===== config.mk =====
export PLATFORM = sky130hd
export DESIGN_NAME = inst_encoder
export DESIGN_NICKNAME = d
export VERILOG_FILES = /design/src/rtl/cpu_pkg.sv /design/src/rtl/inst_enc_comb.sv /design/src/rtl/inst_encoder.sv
export SDC_FILE = /design/constraint.sdc
export NUM_CORES = 1
export LEC_CHECK = 0
export ABC_AREA = 1
export BUFFER_PORTS_ARGS = -buffer_cell sky130_fd_sc_hd__clkbuf_2
export CAP_MARGIN = 20
export CORE_ASPECT_RATIO = 2
export CORE_MARGIN = 2
export CORE_UTILIZATION = 35
export DETAILED_ROUTE_END_ITERATION = 16
export PLACE_DENSITY = 0.57
export RECOVER_POWER = 25
export REMOVE_ABC_BUFFERS = 1
export SLEW_MARGIN = 0
export SYNTH_ARGS = -nofsm -noshare
export SYNTH_HDL_FRONTEND = slang
export SYNTH_SLANG_ARGS = --single-unit

===== constraint.sdc =====
create_clock -name clk -period 5.23 [get_ports clk]
set_input_delay 1.046 -clock clk [delete_from_list [all_inputs] [get_ports clk]]
set_output_delay 1.046 -clock clk [all_outputs]
set_load 0.1 [all_outputs]

===== src/rtl/cpu_pkg.sv =====
// Shared RV32I encoding constants, request/error types and the loader state type.
package cpu_pkg;

    localparam int unsigned XLEN  = 32;
    localparam int unsigned OP_W  = 3;
    localparam int unsigned REG_W = 5;
    localparam int unsigned ERR_W = 2;

    localparam logic [6:0] OPC_R      = 7'b0110011;
    localparam logic [6:0] OPC_OP_IMM = 7'b0010011;
    localparam logic [6:0] OPC_LOAD   = 7'b0000011;
    localparam logic [6:0] OPC_STORE  = 7'b0100011;
    localparam logic [6:0] OPC_BRANCH = 7'b1100011;

    localparam logic [2:0] F3_ADD_SUB = 3'b000;
    localparam logic [2:0] F3_BEQ     = 3'b000;
    localparam logic [2:0] F3_LW_SW   = 3'b010;
    localparam logic [2:0] F3_OR      = 3'b110;
    localparam logic [2:0] F3_AND     = 3'b111;

    localparam logic [6:0] F7_BASE = 7'b0000000;
    localparam logic [6:0] F7_SUB  = 7'b0100000;

    typedef enum logic [OP_W-1:0] {
        OP_ADD, OP_SUB, OP_OR, OP_AND, OP_ADDI, OP_LW, OP_SW, OP_BEQ
    } op_t;

    typedef enum logic [ERR_W-1:0] {
        ERR_NONE      = 2'b00,
        ERR_IMM_RANGE = 2'b01,
        ERR_BR_ALIGN  = 2'b10,
        ERR_OVERFLOW  = 2'b11
    } err_t;

    typedef enum logic [1:0] {
        ST_LOAD, ST_FULL, ST_DONE, ST_ERR
    } ld_state_t;

    typedef struct packed {
        op_t              op;
        logic [REG_W-1:0] rd;
        logic [REG_W-1:0] rs1;
        logic [REG_W-1:0] rs2;
        logic [XLEN-1:0]  imm;
        logic             last;
    } inst_req_t;

    // Signed inclusive range test on a 32-bit immediate.
    function automatic logic imm_in_range(input logic [XLEN-1:0] imm,
                                          input logic signed [XLEN-1:0] lo,
                                          input logic signed [XLEN-1:0] hi);
        return ($signed(imm) >= lo) && ($signed(imm) <= hi);
    endfunction

endpackage


===== src/rtl/inst_enc_comb.sv =====
// Combinational RV32I encoder: builds the instruction word and flags illegal immediates.
module inst_enc_comb
    import cpu_pkg::*;
(
    input  op_t              op_i,
    input  logic [REG_W-1:0] rd_i,
    input  logic [REG_W-1:0] rs1_i,
    input  logic [REG_W-1:0] rs2_i,
    input  logic [XLEN-1:0]  imm_i,
    output logic [XLEN-1:0]  word_o,
    output err_t             err_code_o
);

    always_comb begin
        word_o     = '0;
        err_code_o = ERR_NONE;
        case (op_i)
            OP_ADD: word_o = {F7_BASE, rs2_i, rs1_i, F3_ADD_SUB, rd_i, OPC_R};
            OP_SUB: word_o = {F7_SUB,  rs2_i, rs1_i, F3_ADD_SUB, rd_i, OPC_R};
            OP_OR:  word_o = {F7_BASE, rs2_i, rs1_i, F3_OR,      rd_i, OPC_R};
            OP_AND: word_o = {F7_BASE, rs2_i, rs1_i, F3_AND,     rd_i, OPC_R};
            OP_ADDI: begin
                word_o = {imm_i[11:0], rs1_i, F3_ADD_SUB, rd_i, OPC_OP_IMM};
                if (!imm_in_range(imm_i, -32'sd2048, 32'sd2047)) err_code_o = ERR_IMM_RANGE;
            end
            OP_LW: begin
                word_o = {imm_i[11:0], rs1_i, F3_LW_SW, rd_i, OPC_LOAD};
                if (!imm_in_range(imm_i, -32'sd2048, 32'sd2047)) err_code_o = ERR_IMM_RANGE;
            end
            OP_SW: begin
                word_o = {imm_i[11:5], rs2_i, rs1_i, F3_LW_SW, imm_i[4:0], OPC_STORE};
                if (!imm_in_range(imm_i, -32'sd2048, 32'sd2047)) err_code_o = ERR_IMM_RANGE;
            end
            OP_BEQ: begin
                word_o = {imm_i[12], imm_i[10:5], rs2_i, rs1_i, F3_BEQ,
                          imm_i[4:1], imm_i[11], OPC_BRANCH};
                // Range violation takes precedence over misalignment.
                if (!imm_in_range(imm_i, -32'sd4096, 32'sd4094)) err_code_o = ERR_IMM_RANGE;
                else if (imm_i[0])                                err_code_o = ERR_BR_ALIGN;
            end
            default: ;
        endcase
    end

endmodule


===== src/rtl/inst_encoder.sv =====
// Program loader: accepts instruction requests, encodes them and writes imem sequentially.
module inst_encoder
    import cpu_pkg::*;
#(
    parameter int unsigned ADDR_W = 6
) (
    input  logic              clk,
    input  logic              reset,
    input  logic              start,
    input  logic              req_valid,
    output logic              req_ready,
    input  logic [OP_W-1:0]   req_op,
    input  logic [REG_W-1:0]  req_rd,
    input  logic [REG_W-1:0]  req_rs1,
    input  logic [REG_W-1:0]  req_rs2,
    input  logic [XLEN-1:0]   req_imm,
    input  logic              req_last,
    output logic              imem_we,
    output logic [ADDR_W-1:0] imem_addr,
    output logic [XLEN-1:0]   imem_wdata,
    input  logic              imem_ready,
    output logic              done,
    output logic              err,
    output logic [ERR_W-1:0]  err_code,
    output logic [ADDR_W:0]   count
);

    localparam logic [ADDR_W-1:0] ADDR_TOP = '1;

    ld_state_t         state_q, state_d;
    logic              we_q, we_d;
    logic [ADDR_W-1:0] addr_q, addr_d;
    logic [XLEN-1:0]   wdata_q, wdata_d;
    logic              last_q, last_d;
    logic              done_q, done_d;
    logic              err_q, err_d;
    err_t              code_q, code_d;
    logic [ADDR_W:0]   count_q, count_d;

    inst_req_t         req;
    logic [XLEN-1:0]   enc_word;
    err_t              enc_err;
    logic              wr_fire;
    logic              wr_blocked;
    logic              accept;

    assign req = '{op: op_t'(req_op), rd: req_rd, rs1: req_rs1, rs2: req_rs2,
                   imm: req_imm, last: req_last};

    inst_enc_comb u_enc (
        .op_i       (req.op),
        .rd_i       (req.rd),
        .rs1_i      (req.rs1),
        .rs2_i      (req.rs2),
        .imm_i      (req.imm),
        .word_o     (enc_word),
        .err_code_o (enc_err)
    );

    // A pending last word or top-of-memory word ends loading, so nothing may be queued behind it.
    assign wr_fire    = we_q && imem_ready;
    assign wr_blocked = we_q && (last_q || (addr_q == ADDR_TOP));
    assign req_ready  = (state_q == ST_LOAD) && !wr_blocked && (!we_q || imem_ready);
    assign accept     = req_valid && req_ready;

    always_comb begin
        state_d = state_q;
        we_d    = we_q;
        addr_d  = addr_q;
        wdata_d = wdata_q;
        last_d  = last_q;
        done_d  = done_q;
        err_d   = err_q;
        code_d  = code_q;
        count_d = count_q;
        case (state_q)
            ST_LOAD: begin
                if (wr_fire) begin
                    we_d    = 1'b0;
                    count_d = count_q + (ADDR_W+1)'(1);
                    if (addr_q != ADDR_TOP) addr_d = addr_q + ADDR_W'(1);
                    if (last_q) begin
                        state_d = ST_DONE;
                        done_d  = 1'b1;
                    end else if (addr_q == ADDR_TOP) begin
                        state_d = ST_FULL;
                    end
                end
                if (accept) begin
                    if (enc_err != ERR_NONE) begin
                        state_d = ST_ERR;
                        err_d   = 1'b1;
                        code_d  = enc_err;
                    end else begin
                        we_d    = 1'b1;
                        wdata_d = enc_word;
                        last_d  = req.last;
                    end
                end
            end
            ST_FULL: begin
                if (req_valid) begin
                    state_d = ST_ERR;
                    err_d   = 1'b1;
                    code_d  = ERR_OVERFLOW;
                end
            end
            ST_DONE, ST_ERR: begin
                if (start) begin
                    state_d = ST_LOAD;
                    we_d    = 1'b0;
                    addr_d  = '0;
                    last_d  = 1'b0;
                    done_d  = 1'b0;
                    err_d   = 1'b0;
                    code_d  = ERR_NONE;
                    count_d = '0;
                end
            end
            default: state_d = ST_LOAD;
        endcase
    end

    always_ff @(posedge clk) begin
        if (!reset) begin
            state_q <= ST_LOAD;
            we_q    <= 1'b0;
            addr_q  <= '0;
            wdata_q <= '0;
            last_q  <= 1'b0;
            done_q  <= 1'b0;
            err_q   <= 1'b0;
            code_q  <= ERR_NONE;
            count_q <= '0;
        end else begin
            state_q <= state_d;
            we_q    <= we_d;
            addr_q  <= addr_d;
            wdata_q <= wdata_d;
            last_q  <= last_d;
            done_q  <= done_d;
            err_q   <= err_d;
            code_q  <= code_d;
            count_q <= count_d;
        end
    end

    assign imem_we    = we_q;
    assign imem_addr  = addr_q;
    assign imem_wdata = wdata_q;
    assign done       = done_q;
    assign err        = err_q;
    assign err_code   = code_q;
    assign count      = count_q;

endmodule


==> flow_metrics.env <==
export IMPL_drtPass1Iterations=4
export IMPL_setup_ws_ns=2.296
export IMPL_numCtsBuffers=5
export IMPL_fin_util=0.4507
export IMPL_post_route_drc_count=0
export IMPL_rsz0062_at_grt="no"
export IMPL_vdd_drop_max_mv=0.1515
export IMPL_pwr_share_clk=0.220
export IMPL_power_frac_seq=0.292
export IMPL_path_buf_inv=2
export IMPL_total_leakage_power_nw=1.714
export IMPL_period_share=0.5609
export IMPL_clock_sinks=50
export IMPL_power_mw=1.666
export IMPL_fin_skew_ns=0.006725
export IMPL_die_area_um2=8873
export IMPL_placed_cells=646
export IMPL_grt_max_degree=36
export IMPL_tightestPinTransition_ns=1.225
export IMPL_switchingPower_mw=0.8562
export IMPL_hpwl_um=7158
export IMPL_vias=3226
export IMPL_max_freq_mhz=340.9
export IMPL_cp_top_family="buffers and inverters"
export IMPL_die_h_um=131.2
export IMPL_final_hold_viol_count=0
export IMPL_cts_setup_buffers=0
export IMPL_die_w_um=67.62
export IMPL_yosys_warnings=0
export IMPL_synthFlopType="dfxtp_1"
export IMPL_diodes=0
export IMPL_path_class="primary input to output port"
export IMPL_clk_latency_ns=0.29
export IMPL_port_buffers=104
export IMPL_drv_cap=0
export IMPL_required_ns=4.18
export IMPL_max_stage_delay_ns=0.47
export IMPL_setup_viol=0
export IMPL_outcome="complete, no violations"
export IMPL_grt_pass1_wl_um=14040
export IMPL_r2r_cells=12
export IMPL_yosysMostFrequentCell="nand2_1"
export IMPL_syn_cell_area_um2=2833
export IMPL_synth_cell_type_count=34
export IMPL_cp_slowest_cell="clkbuf_2"
export IMPL_wl_um=8741
export IMPL_coreArea_um2=7885
export IMPL_switching_share=0.5139
export IMPL_synth_edff_count=0
export IMPL_synth_seq_area_share=0.3534
export IMPL_drive_above_1_share=0.1989
export IMPL_crit_chain="clkbuf_1 -> o21ai_0 -> a21oi_2 -> clkbuf_2"
export IMPL_cts_tree="done"
export IMPL_highest_layer="met4"
export IMPL_syn2layout_area_growth_pct=25.44
export IMPL_cts_buffer_depth=2
export IMPL_finalNonFillerCells=654
export IMPL_reg2reg_slack_ns=2.94
export IMPL_grt_pass1_vias=3143
export IMPL_relSlewSlack=0.1869
export IMPL_htree_levels=2
export IMPL_synth_seq_cells=50
export IMPL_wl_met1_um=2960
export IMPL_finalCriticalPeriod_ns=2.934
export IMPL_num_io_pins=107
export IMPL_critical_path_arrival_ns=1.89
export IMPL_synth_area_per_cell_um2=6.212
export IMPL_fin_nets=615
export IMPL_yosysTopAreaCell="dfxtp_1"
export IMPL_cts_root_buf="clkbuf_16"
export IMPL_hold_path_class="flip-flop to flip-flop"
export IMPL_post_place_ws_ns=2.194
export IMPL_p_comb_frac=0.488
export IMPL_hold_buffers=0
export IMPL_syn_inst=456
export IMPL_cp_end_kind="output port"
export IMPL_netlist_area_leader_share=0.3534
export IMPL_start_util=0.3593
export IMPL_wl_met3_um=367
export IMPL_intPower_mw=0.8098
export IMPL_powerDensity_nw_per_um2=468.8
export IMPL_fin_tns_setup_ns=0
export IMPL_synthArstFlopShare=0
export IMPL_cp_max_fo=3
export IMPL_ant_nets=0
export IMPL_wl_met2_um=4845
export IMPL_path_clk_slew_ns=0.06
export IMPL_post_cts_resized=0
export IMPL_slew_viol_final=0
export IMPL_antenna_found_initial=0
export IMPL_rows=46
export IMPL_startpoint_type="primary input"
export IMPL_grt_remaining_overflow=0
export IMPL_ys_top_cells_by_area="dfxtp_1 35%, nand2_1 22%, a21oi_1 7.8%"
export IMPL_grt_use_total=0.2053
export IMPL_avgViaCountPerCell=4.933
export IMPL_drtIter0Drc=163
export IMPL_wl_per_cell_um=13.37
export IMPL_cp_depth=4
export IMPL_synth_common_cells="166 x nand2_1, 52 x inv_1, 50 x dfxtp_1, 44 x a21oi_1, 43 x nor2_1"
export IMPL_routabilityCongestion=0.9232
export IMPL_whs_path_depth=2
[worst register-to-register path: cells and delay by family, from the launching register on]
family	cells	cell delay [ns]
flops	1	0.35
buf+inv	3	0.56
simple gates	6	0.81
fa+ha+maj	1	0.22
compound gates	2	0.28
[cell usage in the layout, fill, tap and decap left out, types with 2 or more instances in the layout]
master and instances:
clkbuf_2 89, inv_1 52, nand3_1 22, clkbuf_1 16
conb_1 2, nand4_1 10, and3_1 2, a221oi_1 2
a21oi_2 3, or2_2 2, o21ai_0 15, nor2_1 43
nor3_1 10, or2_1 2, nand3_2 2, a21oi_1 44
nor2_2 2, dfxtp_1 50, ha_1 2, clkbuf_16 5
nand2_1 166, a211oi_1 2
[registers in the layout (all words and copies together) (netlist names)]
register and cells:
imem_addr 6, count 7, err_code 2, imem_wdata 29, imem_we 1, err 1, state_q 2, last_q 1
done 1
[stage by stage]
stage,area [um^2],hold WS [ns]
finish,3553,0.4637
global route,3553,0.4891
CTS,3572,0.4663
detailed placement,3406,0.4507
global placement,3406,0.4452
floorplan,2758,0.4707
[final timing paths]
check / from / endpoint
max reg2reg: imem_addr[0]$_SDFFE_PN0P_ / imem_wdata[29]$_SDFFE_PN0P_
min reg2reg: err$_SDFFE_PN0P_ / err$_SDFFE_PN0P_
max: imem_ready / req_ready
min: err$_SDFFE_PN0P_ / err$_SDFFE_PN0P_
[power by group through the flow]
| stage | combinational [mW] | sequential (mW) | clock, mW |
|---|---|---|---|
| after floorplan | 0.316 | 0.828 | 0 |
| after global placement | 0.818 | 0.493 | 0 |
| after detailed placement | 0.821 | 0.495 | 0 |
| after CTS | 0.823 | 0.486 | 0.376 |
| after global routing | 0.875 | 0.494 | 0.396 |
| final | 0.813 | 0.487 | 0.367 |
[kinds of logic (layout without fill, tap and decap cells)]
kind of cell             Yosys count  after routing  share of synthesized area
AO/OA/AOI/OAI                     70             70                     0.1365
XOR/XNOR                           1              1                   0.003092
adder cells (fa/ha/maj)            2              2                   0.008833
buffers and inverters             67            168                     0.1016
flip-flops                        50             50                     0.3534
other                              1              2                   0.001324
AND/OR/NAND/NOR                  265            265                     0.3953
[routing by layer]
layer / global-route usage / vias to the layer above
li1: - / 1655
met3: 0.03082 / 35
met4: 0.1383 / 0
met5: 0 / -
met1: 0.1894 / 1433
met2: 0.3818 / 103
[final cells by class]
class | instances | area, um^2
Clock inverter | 2 | 37.54
Tap cell | 96 | 120.1
Sequential cell | 50 | 1001
Clock buffer | 6 | 128.9
Multi-Input combinational cell | 340 | 1548
Fill cell | 887 | 4332
Inverter | 55 | 209.0
Timing Repair Buffer | 105 | 509.2
No activity file was read; power rests on OpenSTA's default activity.
